File: src/rtl/arm_seq_ctrl_if.sv
// Sequencer <-> program memory / ALU datapath bundle.
// master = sequencer side, slave = memory + ALU + start-control side.
// Widths follow the sequencer's PC and register-select parameters.
interface arm_seq_ctrl_if #(
  parameter int PC_W  = 8,
  parameter int SEL_W = 3
);
  // start request
  logic             run;
  // program memory port
  logic             pm_en;
  logic [PC_W-1:0]  pm_addr;
  logic [15:0]      pm_rdata;
  // instruction / datapath control
  logic [15:0]      ir;
  logic [SEL_W-1:0] rd_sel;
  logic [SEL_W-1:0] rs_sel;
  logic             exec1;
  logic [15:0]      alu_d;
  // status
  logic             zflag;
  logic             busy;
  logic             halted;

  modport master (
    input  run, pm_rdata, alu_d,
    output pm_en, pm_addr, ir, rd_sel, rs_sel, exec1, zflag, busy, halted
  );

  modport slave (
    output run, pm_rdata, alu_d,
    input  pm_en, pm_addr, ir, rd_sel, rs_sel, exec1, zflag, busy, halted
  );
endinterface

File: src/rtl/arm_seq_ctrl.sv
// Fetch/execute sequencer: fetches 16-bit words, holds them in ir, strobes exec1, resolves NOP/JMP/JZ/HALT.
// Latency: 4 cycles per instruction (FETCH, LOAD, EXEC0, EXEC1); first pm_en 1 cycle after run seen in IDLE.
// No backpressure: memory data is expected 1 cycle after pm_en, ALU result while exec1 is high.
module arm_seq_ctrl #(
  parameter int              PC_W     = 8,
  parameter logic [PC_W-1:0] RESET_PC = '0,
  parameter int              SEL_W    = 3
) (
  input  logic          clk,
  input  logic          reset,
  arm_seq_ctrl_if.master bus
);

  typedef enum logic [2:0] {
    S_IDLE  = 3'd0,
    S_FETCH = 3'd1,
    S_LOAD  = 3'd2,
    S_EXEC0 = 3'd3,
    S_EXEC1 = 3'd4,
    S_HALT  = 3'd5
  } state_t;

  // Control-flow opcodes in ir[14:12] when ir[15] = 0; 100-111 fall through as NOP.
  localparam logic [2:0] OP_NOP  = 3'b000;
  localparam logic [2:0] OP_JMP  = 3'b001;
  localparam logic [2:0] OP_JZ   = 3'b010;
  localparam logic [2:0] OP_HALT = 3'b011;

  state_t          state_q,  state_d;
  logic [PC_W-1:0] pc_q,     pc_d;
  logic [15:0]     ir_q,     ir_d;
  logic            zflag_q,  zflag_d;
  logic            pm_en_q,  pm_en_d;
  logic            exec1_q,  exec1_d;
  logic            busy_q,   busy_d;
  logic            halted_q, halted_d;

  logic            is_alu_op;
  logic [2:0]      ctl_op;
  logic [PC_W-1:0] jmp_target;

  assign is_alu_op  = ir_q[15];
  assign ctl_op     = ir_q[14:12];
  assign jmp_target = ir_q[PC_W-1:0];

  // Next-state logic; the status/strobe outputs are decoded from the next
  // state so they come straight out of flops aligned with the state they flag.
  always_comb begin
    state_d = state_q;
    pc_d    = pc_q;
    ir_d    = ir_q;
    zflag_d = zflag_q;

    unique case (state_q)
      S_IDLE: begin
        if (bus.run) state_d = S_FETCH;
      end
      S_FETCH: begin
        state_d = S_LOAD;
      end
      S_LOAD: begin
        // Memory word arrives this cycle; pc advances here so that a
        // jump resolved in EXEC1 simply overrides the incremented value.
        ir_d    = bus.pm_rdata;
        pc_d    = pc_q + PC_W'(1);
        state_d = S_EXEC0;
      end
      S_EXEC0: begin
        state_d = S_EXEC1;
      end
      S_EXEC1: begin
        state_d = S_FETCH;
        if (is_alu_op) begin
          zflag_d = (bus.alu_d == 16'h0000);
        end else begin
          // Control ops never touch zflag; JZ tests the value left by the
          // most recent ALU instruction.
          case (ctl_op)
            OP_NOP:  pc_d = pc_q;
            OP_JMP:  pc_d = jmp_target;
            OP_JZ:   if (zflag_q) pc_d = jmp_target;
            OP_HALT: state_d = S_HALT;
            default: pc_d = pc_q;
          endcase
        end
      end
      S_HALT: begin
        state_d = S_HALT;
      end
      default: begin
        state_d = S_IDLE;
      end
    endcase

    pm_en_d  = (state_d == S_FETCH);
    exec1_d  = (state_d == S_EXEC1);
    busy_d   = (state_d == S_FETCH) || (state_d == S_LOAD) ||
               (state_d == S_EXEC0) || (state_d == S_EXEC1);
    halted_d = (state_d == S_HALT);
  end

  // All sequencer state and registered outputs; reset aborts any instruction in flight.
  always_ff @(posedge clk or posedge reset) begin
    if (reset) begin
      state_q  <= S_IDLE;
      pc_q     <= RESET_PC;
      ir_q     <= 16'h0000;
      zflag_q  <= 1'b0;
      pm_en_q  <= 1'b0;
      exec1_q  <= 1'b0;
      busy_q   <= 1'b0;
      halted_q <= 1'b0;
    end else begin
      state_q  <= state_d;
      pc_q     <= pc_d;
      ir_q     <= ir_d;
      zflag_q  <= zflag_d;
      pm_en_q  <= pm_en_d;
      exec1_q  <= exec1_d;
      busy_q   <= busy_d;
      halted_q <= halted_d;
    end
  end

  assign bus.pm_en   = pm_en_q;
  assign bus.pm_addr = pc_q;
  assign bus.ir      = ir_q;
  assign bus.rd_sel  = ir_q[2*SEL_W-1:SEL_W];
  assign bus.rs_sel  = ir_q[SEL_W-1:0];
  assign bus.exec1   = exec1_q;
  assign bus.zflag   = zflag_q;
  assign bus.busy    = busy_q;
  assign bus.halted  = halted_q;

endmodule

File: src/flat_wrapper.sv
// flat-port wrapper written by rule: the top's interface ports become plain ports
module arm_seq_ctrl_flat 
#(
  parameter int              PC_W     = 8,
  parameter logic [PC_W-1:0] RESET_PC = '0,
  parameter int              SEL_W    = 3
)
  (clk, reset, bus_run, bus_pm_rdata, bus_alu_d, bus_pm_en, bus_pm_addr, bus_ir, bus_rd_sel, bus_rs_sel, bus_exec1, bus_zflag, bus_busy, bus_halted);
  arm_seq_ctrl_if #(.PC_W(PC_W), .SEL_W(SEL_W)) bus_i ();
  input  logic clk;
  input  logic reset;
  input wire logic [$bits(bus_i.run)-1:0] bus_run;
  input wire logic [$bits(bus_i.pm_rdata)-1:0] bus_pm_rdata;
  input wire logic [$bits(bus_i.alu_d)-1:0] bus_alu_d;
  output wire logic [$bits(bus_i.pm_en)-1:0] bus_pm_en;
  output wire logic [$bits(bus_i.pm_addr)-1:0] bus_pm_addr;
  output wire logic [$bits(bus_i.ir)-1:0] bus_ir;
  output wire logic [$bits(bus_i.rd_sel)-1:0] bus_rd_sel;
  output wire logic [$bits(bus_i.rs_sel)-1:0] bus_rs_sel;
  output wire logic [$bits(bus_i.exec1)-1:0] bus_exec1;
  output wire logic [$bits(bus_i.zflag)-1:0] bus_zflag;
  output wire logic [$bits(bus_i.busy)-1:0] bus_busy;
  output wire logic [$bits(bus_i.halted)-1:0] bus_halted;
  assign bus_i.run = bus_run;
  assign bus_i.pm_rdata = bus_pm_rdata;
  assign bus_i.alu_d = bus_alu_d;
  assign bus_pm_en = bus_i.pm_en;
  assign bus_pm_addr = bus_i.pm_addr;
  assign bus_ir = bus_i.ir;
  assign bus_rd_sel = bus_i.rd_sel;
  assign bus_rs_sel = bus_i.rs_sel;
  assign bus_exec1 = bus_i.exec1;
  assign bus_zflag = bus_i.zflag;
  assign bus_busy = bus_i.busy;
  assign bus_halted = bus_i.halted;
  arm_seq_ctrl #(.PC_W(PC_W), .RESET_PC(RESET_PC), .SEL_W(SEL_W)) u_core (.clk(clk), .reset(reset), .bus(bus_i));
endmodule
File: config.mk
export PLATFORM = sky130hd
export DESIGN_NAME = arm_seq_ctrl_flat
export DESIGN_NICKNAME = d
export VERILOG_FILES = /design/src/rtl/arm_seq_ctrl_if.sv /design/src/rtl/arm_seq_ctrl.sv /design/src/flat_wrapper.sv
export SDC_FILE = /design/constraint.sdc
export NUM_CORES = 1
export LEC_CHECK = 0
export BUFFER_PORTS_ARGS = -buffer_cell sky130_fd_sc_hd__buf_4
export CORE_ASPECT_RATIO = 1.5
export CORE_UTILIZATION = 44
export CTS_BUF_LIST = sky130_fd_sc_hd__clkbuf_4
export DETAILED_ROUTE_END_ITERATION = 8
export PLACE_DENSITY = 0.76
export SETUP_SLACK_MARGIN = 0.5
export SYNTH_ARGS = -nofsm -noshare
export SYNTH_HDL_FRONTEND = slang
export SYNTH_SLANG_ARGS = --single-unit
File: constraint.sdc
create_clock -name clk -period 5.2 [get_ports clk]
set_input_delay 0.52 -clock clk [delete_from_list [all_inputs] [get_ports clk]]
set_output_delay 0.52 -clock clk [all_outputs]
set_load 0.02 [all_outputs]
; ---- Word level (Yosys, flattened, before mapping)
; Cells that the tools add are included.
[word_totals]
ff_bits = 32
in_bits = 35
out_inout_bits = 35
wordCells = 41
[op_classes]
n_addsub = 1
n_eq_ne = 16
mux = 8
reduce_logical = 8
[op_table]
columns = op, count
row1 = $pmux W8 S2, 2
row2 = $eq A3 B2 Y1 const B, 6
row3 = $pmux W3 S6, 1
row4 = $logic_not A16 Y1, 1
row5 = $mux W8, 2
row6 = $eq A3 B3 Y1 const B, 4
row7 = $eq A3 B1 Y1 const B, 3
row8 = $mux W3, 3
row9 = $add A8 B1 Y8 const B, 1
row10 = $ne A3 B2 Y1 const B, 2
row11 = $reduce_and A4 Y1, 1
row12 = $logic_not A3 Y1, 1
row13 = $logic_or A1 B1 Y1, 3
row14 = $ne A2 B2 Y1 const B, 1
row15 = $reduce_and A2 Y1, 1
row16 = $reduce_bool A2 Y1, 1

; ---- Logic depth before layout (Yosys ltp)
[depth]
word_depth = 8
depth_mapped = 6
ltp_nobuf = 5

; ---- Worst setup path after synthesis
; OpenSTA, ideal clock, no wires.
[synth_timing]
path_type = register to register
start = reg u_core.state_q[2]
end = reg u_core.pc_q[7] (netlist: u_core.bus.pm_addr[7])
setup_time_ns = 0.140
arrival_ns = 1.512
t_required_ns = 5.060
slack_ns = 3.548
stages_incl_launch_ff = 5
path_buffers = 0
synth_period_minus_slack_ns = 1.652
path_cell_list = dfrtp_1 > or3b_1 > or4_1 > nand3_1 > o311ai_2
[synth_via]
elab_chain_cells = 3
elab_cells_between_ends = 8
classes_between = eq/ne (5) / mux (1) / reduce/logical (2)
[synth_rtl]
columns = item, line
row1 = from (decl), arm_seq_ctrl.sv:29  ; state_t state_q, state_d;
row2 = from (signal assigned), arm_seq_ctrl.sv:114  ; state_q <= state_d;
row3 = $eq A3 B3 Y1 / $eq A3 B2 Y1 (equally long branches), arm_seq_ctrl.sv:54  ; unique case (state_q)
row4 = "$ne A3 B2 Y1 (no source line), or another cell as far along", --
row5 = $reduce_and A4 Y1 (no source line), --
row6 = to (signal assigned), arm_seq_ctrl.sv:115  ; pc_q <= pc_d;
row7 = to (decl), arm_seq_ctrl.sv:30  ; logic [PC_W-1:0] pc_q, pc_d;
; Parallel ways exist; a longest one is shown, timed or not.
; A chain may end at the register's enable or synchronous reset.

; ---- Final worst setup path
; Same ends and word-level chain as after synthesis.

==> metrics.md <==
| Metric | Value |
|---|---|
| Starting Density | 0.473 |
| DRT Pass-1 Iters | 4 |
| Synthesized flop and latch total | 32 |
| Count of different cell masters after synthesis | 39 |
| PD cells | 617 nW/um^2 |
| Status | finished, final reports clean |
| Port bufs | 69 |
| Number of global-route vias before repair | 1363 |
| Number of vias per cell | 5.23 |
| Post-layout util | 0.645 |
| Fin crit share | 0.435 |
| Worst Path Buf+Inv | 0 |
| CTS max path bufs | 2 |
| Die footprint | 3740 sq um |
| Post-CTS Setup Bufs | 0 |
| Post-DP HPWL | 2640 um |
| Gr usage total | 0.212 |
| Largest net degree at the start of global routing | 33 |
| Final Hold Fails | 0 |
| Arrival time at the worst endpoint | 2.46 ns |
| Reg-to-reg slack, setup | 2.94 ns |
| Critical Path RT | 5.40 ns |
| CP max stage delay | 0.73 ns |
| Htree depth | 2 |
| EDFF count, synth | 0 |
| DR vias | 1454 |
| Share of post-route cells with drive strength above 1 | 0.345 |
| Synth top area cells | dfrtp_1 (52%), nand2_1 (14%), nor2_1 (3.2%) |
| Most frequent cells in the layout | buf_4 (71), nand2_1 (59), dfrtp_1 (32), nor2_1 (13), nand3_1 (7) |
| Top FF cell, synth | dfrtp_1 |
| Top Ports | 70 |
| HP Class | in2async |
| Die Y | 74.4 um |
| Residual DRC count | 0 |
| Cell count after synthesis | 173 |
| TNS Setup | 0 ns |
| Core Region | 3250 sq um |
| Mapped Nets | 209 |
| Initial antenna violation count | 0 |
| Synth warn | 0 |
| Syn avg cell area | 8.90 sq um |
| Die width | 50.3 um |
| Synth-to-Final Area Change | 36.3% |
| Worst flop-to-flop path startpoint | u_core.state_q[2]$_DFF_PP0_ |
| Detail Route Antenna Nets | 0 |
| CTS tree | built |
| Rel. slew slack | 0.550 |
| Crit Path Class | reg2reg |
| Async set-reset flop share out of synthesis | 1.00 |
| Top delay family on crit path | simple AND/OR/NAND/NOR gates |
| # diodes | 0 |
| Max-cap check violation count | 0 |
| Worst path cell trace | or3b_1 > or4_1 > nand3_1 > o311ai_2 |
| Tmin final | 2.26 ns |
| Layout Skew | 0.00676 ns |
| Commonest non-fill, non-tap cell in the layout | buf_4 |
| Inserted Clock Buffers | 5 |
| RSZ-0062 raised after global routing | no |
| Initial DRC Count | 48 |
| Final setup violation count | 0 |
| R2R Path End | u_core.bus.pm_addr[7]$_DFFE_PP0P_ |
| Critical Path Source Type | flop |
| Worst setup EP type | flop |
| Max VDD drop | 0.000392 V |
| F_max | 0.442 GHz |
| Remaining Overflow, GRT | 0 |
| Top cell type's share of synthesized area | 0.520 |
| Register area share after synthesis | 0.520 |
| DRT Wirelength | 3640 um |
| Post-synth top area cell | dfrtp_1 |
| Num rows | 25 |
| Synth Cell Area | 1540 sq um |
| Fill count | 294 |
| R2r worst-path depth | 4 |
| Cts hold-fix bufs | 0 |
| Clk sinks | 32 |
| Final Max Tran Viols | 0 |
| Clk_lat worst skew | 0.33 ns |
| Leak | 1.10 nW |
| Slowest CP cell | or3b_1 |
| Worst Tran Pin Value | 0.674 ns |
| Post-cts resize count | 0 |
| First-pass GRT wire length | 5820 um |
| RePlAce Congestion | 0.799 |
| Clock Tree Root | clkbuf_4 |
| Max FO, Critical Path | 21 |
| Drt wl/cell | 13.1 um |
| Final nets | 274 |
| Clk pin slew, worst setup/hold paths | 0.09 ns |
-- routing by layer --
layer / vias up / track usage / wire length (um)
met2: 50 / 0.366 / 1890
met4: 0 / 0.0772 / 44
met5: - / 0 / 0
li1: 716 / - / -
met3: 6 / 0.0838 / 196
met1: 682 / 0.237 / 1520
-- where the power goes --
group	internal (mW)	switching, mW
clock	0.0471	0.0800
sequential	0.364	0.138
combinational	0.290	0.375
total	0.701	0.593
-- synthesized netlist by cell type (3+ instances only) --
cell / n
and3_1: 3
inv_1: 3
nand2_1: 59
buf_4: 6
clkbuf_1: 4
nand3_1: 7
nor3_1: 4
o22ai_1: 3
nor4_1: 4
nor2_1: 13
dfrtp_1: 32
-- cell families (layout without fill, tap and decap cells) --
group	Yosys count	after routing	share of synthesized area
simple gates	104	104	0.311
xor+xnor	1	1	0.00569
flops	32	32	0.520
compound gates	19	19	0.100
fa+ha+maj	1	1	0.00813
buf+inv	16	81	0.0553
-- worst reg2reg max path, cell delays in order (launching register included) --
cell and delay [ns]:
dfrtp_1 0.53, or3b_1 0.73, or4_1 0.64, nand3_1 0.12, o311ai_2 0.10
-- worst max-delay path by stage --
stage	startpoint	cells after the start	end	slack, ns
final	u_core.state_q[2]$_DFF_PP0_	4	u_core.bus.pm_addr[7]$_DFFE_PP0P_	2.94
after global routing	u_core.state_q[2]$_DFF_PP0_	4	u_core.bus.pm_addr[7]$_DFFE_PP0P_	2.83
after CTS	u_core.state_q[2]$_DFF_PP0_	4	u_core.bus.pm_addr[7]$_DFFE_PP0P_	2.92
after detailed placement	u_core.state_q[2]$_DFF_PP0_	4	u_core.bus.pm_addr[7]$_DFFE_PP0P_	2.94
after global placement	u_core.state_q[2]$_DFF_PP0_	4	u_core.bus.pm_addr[7]$_DFFE_PP0P_	3.00
after floorplan	u_core.state_q[2]$_DFF_PP0_	4	u_core.bus.pm_addr[7]$_DFFE_PP0P_	3.55
-- layout make-up --
cell class	count	area, sq um	area share
sequential	32	801	0.382
multi-input combinational	125	658	0.314
timing repair buffer	71	533	0.254
tap	40	50.0	0.0239
clock buffer	5	37.5	0.0179
inverter	3	11.3	0.00537
clock inverter	2	7.51	0.00358
-- per-stage QoR --
| step | hold slack (ns) | power [mW] | worst slack (ns) | instances | instance area, sq um |
|---|---|---|---|---|---|
| 2_1_floorplan | 0.589 | 0.914 | 3.55 | 173 | 1540 |
| 3_3_place_gp | 0.475 | 1.16 | 3.00 | 271 | 2050 |
| 3_5_place_dp | 0.468 | 1.18 | 2.94 | 271 | 2050 |
| 4_1_cts | 0.273 | 1.31 | 2.92 | 278 | 2100 |
| 5_1_grt | 0.282 | 1.39 | 2.83 | 278 | 2100 |
| 6_report | 0.260 | 1.29 | 2.94 | 278 | 2100 |
-- registers in the layout, indices dropped and copies added, names as in the netlist --
name	cells
u_core.bus.ir	16
u_core.bus.pm_en	1
u_core.bus.halted	1
u_core.bus.busy	1
u_core.state_q	3
u_core.bus.exec1	1
u_core.bus.pm_addr	8
u_core.bus.zflag	1
Power figures use the tool's default switching activity.
